$ cat config.mk
export PLATFORM = sky130hd
export DESIGN_NAME = operand_streamer
export DESIGN_NICKNAME = d
export VERILOG_FILES = /design/src/rtl/operand_streamer.sv
export SDC_FILE = /design/constraint.sdc
export NUM_CORES = 2
export LEC_CHECK = 0
export BUFFER_PORTS_ARGS = -buffer_cell sky130_fd_sc_hd__buf_4
export CAP_MARGIN = 20
export CORE_ASPECT_RATIO = 1.5
export CORE_MARGIN = 2
export CORE_UTILIZATION = 58
export CTS_BUF_LIST = sky130_fd_sc_hd__clkbuf_4 sky130_fd_sc_hd__clkbuf_8
export DETAILED_ROUTE_END_ITERATION = 7
export PLACE_DENSITY = 0.84
export REMOVE_ABC_BUFFERS = 1
export SLEW_MARGIN = 20
export SYNTH_ARGS = -nofsm -noshare
export SYNTH_HDL_FRONTEND = slang
export SYNTH_SLANG_ARGS = --single-unit
$ cat constraint.sdc
create_clock -name clk -period 15.1 [get_ports clk]
set_input_delay 3.775 -clock clk [delete_from_list [all_inputs] [get_ports clk]]
set_output_delay 3.775 -clock clk [all_outputs]
set_load 0.02 [all_outputs]
$ cat src/rtl/operand_streamer.sv
// Streams the stacked A/B operand image from a 1-cycle-latency memory into the
// blocked A/B order consumed by the PE array, one word per cycle.
module operand_streamer #(
    parameter int unsigned DATA_WIDTH  = 64,
    parameter int unsigned A_NUM_WIDTH = 3,
    parameter int unsigned B_NUM_WIDTH = 3,
    parameter int unsigned N_MAX_WIDTH = 32,
    parameter int unsigned ADDR_WIDTH  = 32
) (
    input  logic                   clk,
    input  logic                   rst,
    input  logic                   start_in,
    input  logic [N_MAX_WIDTH-1:0] N_in,
    output logic                   mem_rd_en_out,
    output logic [ADDR_WIDTH-1:0]  mem_rd_addr_out,
    input  logic [DATA_WIDTH-1:0]  mem_rd_data_in,
    output logic [DATA_WIDTH-1:0]  A_out,
    output logic                   A_valid_out,
    output logic [DATA_WIDTH-1:0]  B_out,
    output logic                   B_valid_out,
    output logic                   busy_out,
    output logic                   done_out,
    output logic                   err_out
);

    localparam int unsigned SI = 1 << A_NUM_WIDTH;
    localparam int unsigned SJ = 1 << B_NUM_WIDTH;
    localparam int unsigned KM = (A_NUM_WIDTH > B_NUM_WIDTH) ? A_NUM_WIDTH : B_NUM_WIDTH;
    localparam int unsigned KW = (KM > 0) ? KM : 1;
    localparam logic [KW-1:0] K_LAST_A = KW'(SI - 1);
    localparam logic [KW-1:0] K_LAST_B = KW'(SJ - 1);

    typedef enum logic [1:0] {StIdle, StRun, StDrain} state_t;

    state_t                 state_q, state_d;
    logic [N_MAX_WIDTH-1:0] dim_q, dim_d;
    logic [N_MAX_WIDTH-1:0] i_q, i_d;   // row base of current A block (step SI)
    logic [N_MAX_WIDTH-1:0] j_q, j_d;   // column base of current B block (step SJ)
    logic [N_MAX_WIDTH-1:0] n_q, n_d;
    logic [KW-1:0]          k_q, k_d;
    logic                   phase_b_q, phase_b_d;
    logic [ADDR_WIDTH-1:0]  addr_q, addr_d;
    logic [ADDR_WIDTH-1:0]  a_blk_q, a_blk_d;   // address of A[i][0]
    logic [ADDR_WIDTH-1:0]  b_row_q, b_row_d;   // address of B row n, column 0
    logic [ADDR_WIDTH-1:0]  nsq_q, nsq_d;       // start of the B half
    logic                   drain_q, drain_d;
    logic                   tag_vld_q, tag_vld_d;
    logic                   tag_b_q, tag_b_d;
    logic [DATA_WIDTH-1:0]  a_q, a_d, b_q, b_d;
    logic                   a_vld_q, a_vld_d, b_vld_q, b_vld_d;
    logic                   done_q, done_d, err_q, err_d;

    logic [ADDR_WIDTH-1:0]  dim_a;
    logic                   start_legal;

    assign dim_a = ADDR_WIDTH'(dim_q);
    assign start_legal = (N_in != '0)
                      && ((N_in & N_MAX_WIDTH'(SI - 1)) == '0)
                      && ((N_in & N_MAX_WIDTH'(SJ - 1)) == '0);

    always_comb begin
        state_d   = state_q;
        dim_d     = dim_q;
        i_d       = i_q;
        j_d       = j_q;
        n_d       = n_q;
        k_d       = k_q;
        phase_b_d = phase_b_q;
        addr_d    = addr_q;
        a_blk_d   = a_blk_q;
        b_row_d   = b_row_q;
        nsq_d     = nsq_q;
        drain_d   = drain_q;
        done_d    = 1'b0;
        err_d     = 1'b0;

        unique case (state_q)
            StIdle: begin
                if (start_in) begin
                    if (start_legal) begin
                        state_d   = StRun;
                        dim_d     = N_in;
                        i_d       = '0;
                        j_d       = '0;
                        n_d       = '0;
                        k_d       = '0;
                        phase_b_d = 1'b0;
                        addr_d    = '0;
                        a_blk_d   = '0;
                        // One product per run; per-word addresses are incremental.
                        nsq_d     = ADDR_WIDTH'(N_in) * ADDR_WIDTH'(N_in);
                        b_row_d   = ADDR_WIDTH'(N_in) * ADDR_WIDTH'(N_in);
                    end else begin
                        err_d = 1'b1;
                    end
                end
            end
            StRun: begin
                if (!phase_b_q && k_q != K_LAST_A) begin
                    k_d    = k_q + KW'(1);
                    addr_d = addr_q + dim_a;
                end else if (!phase_b_q) begin
                    k_d       = '0;
                    phase_b_d = 1'b1;
                    addr_d    = b_row_q + ADDR_WIDTH'(j_q);
                end else if (k_q != K_LAST_B) begin
                    k_d    = k_q + KW'(1);
                    addr_d = addr_q + ADDR_WIDTH'(1);
                end else begin
                    k_d       = '0;
                    phase_b_d = 1'b0;
                    if (n_q != dim_q - N_MAX_WIDTH'(1)) begin
                        n_d     = n_q + N_MAX_WIDTH'(1);
                        b_row_d = b_row_q + dim_a;
                        addr_d  = a_blk_q + ADDR_WIDTH'(n_q + N_MAX_WIDTH'(1));
                    end else begin
                        n_d     = '0;
                        b_row_d = nsq_q;
                        if (j_q != dim_q - N_MAX_WIDTH'(SJ)) begin
                            j_d    = j_q + N_MAX_WIDTH'(SJ);
                            addr_d = a_blk_q;
                        end else if (i_q != dim_q - N_MAX_WIDTH'(SI)) begin
                            j_d     = '0;
                            i_d     = i_q + N_MAX_WIDTH'(SI);
                            a_blk_d = a_blk_q + (dim_a << A_NUM_WIDTH);
                            addr_d  = a_blk_q + (dim_a << A_NUM_WIDTH);
                        end else begin
                            j_d     = '0;
                            state_d = StDrain;
                            drain_d = 1'b0;
                        end
                    end
                end
            end
            StDrain: begin
                drain_d = 1'b1;
                if (drain_q) begin
                    state_d = StIdle;
                    done_d  = 1'b1;
                end
            end
            default: state_d = StIdle;
        endcase
    end

    // Read tag travels with the memory latency, then selects which valid fires.
    always_comb begin
        tag_vld_d = (state_q == StRun);
        tag_b_d   = phase_b_q;
        a_vld_d   = tag_vld_q && !tag_b_q;
        b_vld_d   = tag_vld_q && tag_b_q;
        a_d       = a_vld_d ? mem_rd_data_in : a_q;
        b_d       = b_vld_d ? mem_rd_data_in : b_q;
    end

    always_ff @(posedge clk or posedge rst) begin
        if (rst) begin
            state_q   <= StIdle;
            dim_q     <= '0;
            i_q       <= '0;
            j_q       <= '0;
            n_q       <= '0;
            k_q       <= '0;
            phase_b_q <= 1'b0;
            addr_q    <= '0;
            a_blk_q   <= '0;
            b_row_q   <= '0;
            nsq_q     <= '0;
            drain_q   <= 1'b0;
            tag_vld_q <= 1'b0;
            tag_b_q   <= 1'b0;
            a_q       <= '0;
            b_q       <= '0;
            a_vld_q   <= 1'b0;
            b_vld_q   <= 1'b0;
            done_q    <= 1'b0;
            err_q     <= 1'b0;
        end else begin
            state_q   <= state_d;
            dim_q     <= dim_d;
            i_q       <= i_d;
            j_q       <= j_d;
            n_q       <= n_d;
            k_q       <= k_d;
            phase_b_q <= phase_b_d;
            addr_q    <= addr_d;
            a_blk_q   <= a_blk_d;
            b_row_q   <= b_row_d;
            nsq_q     <= nsq_d;
            drain_q   <= drain_d;
            tag_vld_q <= tag_vld_d;
            tag_b_q   <= tag_b_d;
            a_q       <= a_d;
            b_q       <= b_d;
            a_vld_q   <= a_vld_d;
            b_vld_q   <= b_vld_d;
            done_q    <= done_d;
            err_q     <= err_d;
        end
    end

    assign mem_rd_en_out   = (state_q == StRun);
    assign mem_rd_addr_out = addr_q;
    assign A_out           = a_q;
    assign A_valid_out     = a_vld_q;
    assign B_out           = b_q;
    assign B_valid_out     = b_vld_q;
    assign busy_out        = (state_q != StIdle);
    assign done_out        = done_q;
    assign err_out         = err_q;

endmodule

-- Word level (Yosys, flattened, before mapping)
Index checks and enable logic that the tools add are counted.
- register bits after elaboration: 397
- bits of input ports: 99
- output and inout port bits: 166
- logic and storage cells: 146
- $add $sub $neg: 12
- multiply operators: 1
- equal/unequal tests: 17
- multiplexer cells: 74
- reductions and logical operators: 22
- operator list (kind ; number):
    $mux W32 ; 34
    $pmux W32 S2 ; 6
    $add A32 B32 Y32 ; 5
    $ne A32 B32 Y1 ; 3
    $add A32 B1 Y32 const B ; 2
    $add A32 B4 Y32 const B ; 2
    $logic_not A32 Y1 ; 1
    $mul A32 B32 Y32 ; 1
    $reduce_bool A32 Y1 ; 1
    $sub A32 B1 Y32 const B ; 1
    $sub A32 B4 Y32 const B ; 1
    $mux W2 ; 9
    $ne A2 B2 Y1 const B ; 9
    $reduce_and A9 Y1 ; 2
    $mux W1 ; 16
    $mux W3 ; 5
    $reduce_and A7 Y1 ; 2
    $reduce_and A4 Y1 ; 2
    $ne A7 B2 Y1 const B ; 1
    $pmux W2 S3 ; 1
    $pmux W3 S2 ; 1
    $reduce_and A3 Y1 ; 2
    $reduce_and A6 Y1 ; 1
    $reduce_bool A2 Y1 ; 3
    other kinds (9) ; 15

-- Logic depth before layout (Yosys ltp)
- depth after elaboration: 9
- depth in mapped cells: 33
- gate-level depth less buffers: 31

-- Worst setup path before layout
Ideal clock, no wire load.
- path type: input to register
- from: in N_in[4]
- to: reg b_row_q[31]
- arrival time: 11153 ps
- path slack: 3823 ps
- cell stages on the path: 29
- path buffers: 2
- cells stage by stage: clkbuf_1 > clkbuf_1 > nand2_1 > fa_1 > inv_1 > fa_1 > inv_1 > fa_1 > fa_1 > inv_1 > fa_1 > inv_1 > fa_1 > inv_1 > fa_1 > fa_1 > ha_1 > a21o_1 > a21o_1 > a211o_1 > a221oi_1 > o21ai_0 > a21oi_1 > nor2b_1 > o21a_1 > o41ai_1 > and3_1 > nor4_1 > a211o_1
- longest elaborated chain between the ends: 5
- elaborated cells on any way between the ends: 9
- those cells by class: 1 x mul; 1 x eq/ne; 3 x mux; 4 x reduce/logical
- ends and longest elaborated chain (element ; line ; text):
    start, declared ; 13 ; input logic [N_MAX_WIDTH-1:0] N_in,
    parallel branches: the longest is 5 deep, another holds $mul A32 B32 Y32 ; n/a ;
    end signal, assigned ; 188 ; b_row_q <= b_row_d;
    end, declared ; 44 ; logic [ADDR_WIDTH-1:0] b_row_q, b_row_d;
Parallel ways; which one is timed is not known. The select of a mux whose other input is x is not followed.
A chain may end at the register's enable or synchronous reset.

-- Worst setup path after layout
Ends and elaborated chain as after synthesis.

==> qor.csv <==
metric,value,unit
start_kind,input pin,
fin_crit_sh,74.5,%
cp.required,15740,ps
cts_tree,done,
synthAdderAreaFrac,26.7,%
grt_setup_unrepaired,false,
ys_warn_count,0,
antenna_left,0,
ff2ff_path_depth,13,
synth_top_family_by_area,adder cells,
clockRootBuffer,clkbuf_8,
yosysSeqAreaShare,23.6,%
grt-ovfl-total,0,
final_area,44800,um2
numCtsBuffers,55,
cp-end-kind,flip-flop,
synth-simple-area-share,16.8,%
ys_types,93,
synth_xor_area_share,8.87,%
fin_tns_setup,0,ps
critical-path-slowest-cell,fa_1,
clkLatencyLatePin,730,ps
ff2ff_setup_slack,8720,ps
slew_headroom,26.0,%
fin_skew,36.2,ps
synthTopCellsByArea,"dfrtp_1 24%, fa_1 18%, ha_1 8.7%",
io_buffers,264,
firstDrtPassIters,6,
post_cts_buffers,0,
tightest_slew,1100,ps
synth_top_area_cell,dfrtp_1,
async_flop_share,100,%
synth_edf_count,0,
hold_viol,0,
yosys_most_used_dff,dfrtp_1,
avgSynthCellArea,9.03,um2
detail_route.wirelength,125000,um
routedWlPerCell,22.2,um
grt_first_pass_wirelength,194000,um
dieArea,72600,um2
dpl_cell_area,43500,um2
r2r-end,mem_rd_addr_out[22],
finalSetupViolCount,0,
status,"complete, no violations",
cts.repair.resized,0,
drt_iter0_drc,2241,
first_global_vias,36044,
core,70000,um2
chipHeight,329,um
synth_compound_area_share,12.6,%
hp-class,flip-flop to flip-flop,
synth_most_common_cell,nand2_1,
synth_area,40900,um2
cts_sinks,386,
cts-hold-fix-buffers,0,
cp_common_cell,fa_1,
fin_nets,5429,
fin_util,64.0,%
num_rows,119,
critPathMaxFanout,30,
path_class,input pin to flip-flop,
dp_hpwl,95100,um
crit_arrival,11880,ps
route.detailed.drc,0,
cpPeakStageDelay,540,ps
ios,265,
fin_crit,11240,ps
htree_levels,2,
vias,34524,
grt_use_total,34.7,%
drv_cap,0,
antenna_found_initial,3,
routed_via_density,6.13,
endpoint,b_row_q[31],
worst_hold_slack,475,ps
r2r-start,dim_a[10],
slew_viol_final,0,
path_clk_slew,60,ps
syn-instance-count,4528,
grt_max_degree,126,
die_w,221,um
crit_start,N_in[4],
synth_seq_cells,386,
syn2layout_area_growth,9.62,%
synthMuxAreaShare,4.73,%
clk_path_buf_depth,3,
gp_congestion,1.03,
drive_gt1_share,12.9,%
timing.fmax,88.9,MHz
initial_utilization,58.4,%
ys_top_cells_by_count,"511 x nand2_1, 489 x inv_1, 386 x dfrtp_1",
synth_top_cell_area_share,23.6,%
==> registers in the layout, indices dropped and copies added, names as in the netlist <==
register and cells:
phase_b_q 1, b_row_q 32, A_out 64, tag_b_q 1, B_valid_out 1, mem_rd_addr_out 32, nsq_q 30, dim_a 32
i_q 29, tag_vld_q 1, j_q 29, A_valid_out 1, drain_q 1, a_blk_q 29, n_q 32, done_out 1
err_out 1, state_q 2, B_out 64, k_q 3
==> worst min path at each step <==
stage | cells after the start | slack [ps] | from | endpoint
2_1_floorplan | 2 | 440 | nsq_q[26] | nsq_q[26]
3_3_place_gp | 2 | 460 | nsq_q[22] | nsq_q[22]
3_5_place_dp | 2 | 460 | nsq_q[16] | nsq_q[16]
4_1_cts | 2 | 480 | nsq_q[29] | nsq_q[29]
5_1_grt | 2 | 490 | nsq_q[22] | nsq_q[22]
6_report | 2 | 480 | nsq_q[29] | nsq_q[29]
==> cells by family (layout without fill, tap and decap cells) <==
group	Yosys count	after routing
buffers and inverters	703	899
flip-flops	386	386
AO/OA/AOI/OAI	804	804
AND/OR/NAND/NOR	1403	1403
other	1	3
multiplexers	170	170
adder cells (fa/ha/maj)	652	652
XOR/XNOR	409	409
==> per-layer routing <==
layer | track usage (%) | vias up | share of wire (%)
met5 | 0 | - | 0.010
met4 | 28.6 | 2 | 9.2
met3 | 6.72 | 613 | 7.8
met2 | 60.4 | 1650 | 49
met1 | 35.8 | 16716 | 34
li1 | - | 15543 | -
==> cells in the final DEF (no fill, tap or decap), types with 31 or more instances in the layout <==
cell        n
nand2_1   509
a21o_1     67
nor4_1     38
mux2i_1    31
nand3_1    99
inv_1     488
xor2_1    180
a21oi_1   164
xnor2_1   226
buf_4     303
and2_1    154
ha_1      284
nand4_1    53
o31ai_1    38
o21ai_0   240
and3_1     36
a211oi_1   54
nor2b_1    35
a31oi_1    36
nand2b_1   38
clkbuf_8   64
nor2_1    270
dfrtp_1   386
fa_1      367
mux2_2    134
nor3_1     70
==> critical path, delay by kind of cell <==
kind	cells	cell delay [ps]
AO/OA/AOI/OAI	9	2360
buffers and inverters	7	520
adder cells (fa/ha/maj)	9	4350
AND/OR/NAND/NOR	4	830
==> metrics by stage <==
step,cells,setup WS (ps)
floorplan,4318,598
global placement,5528,3330
detailed placement,5528,3210
CTS,5631,3920
global route,5633,3430
finish,5633,3860
==> cell type report <==
class,count,area [um2]
Clock buffer,74,956
Multi-Input combinational cell,3439,28500
Sequential cell,386,9660
Fill cell,5772,25200
Timing Repair Buffer,303,2270
Tap cell,907,1130
Inverter,493,1860
Antenna cell,2,5.00
Clock inverter,29,363
Power is not shown: default switching activity piles up to over one toggle a cycle in this logic, so the estimate is an artifact.
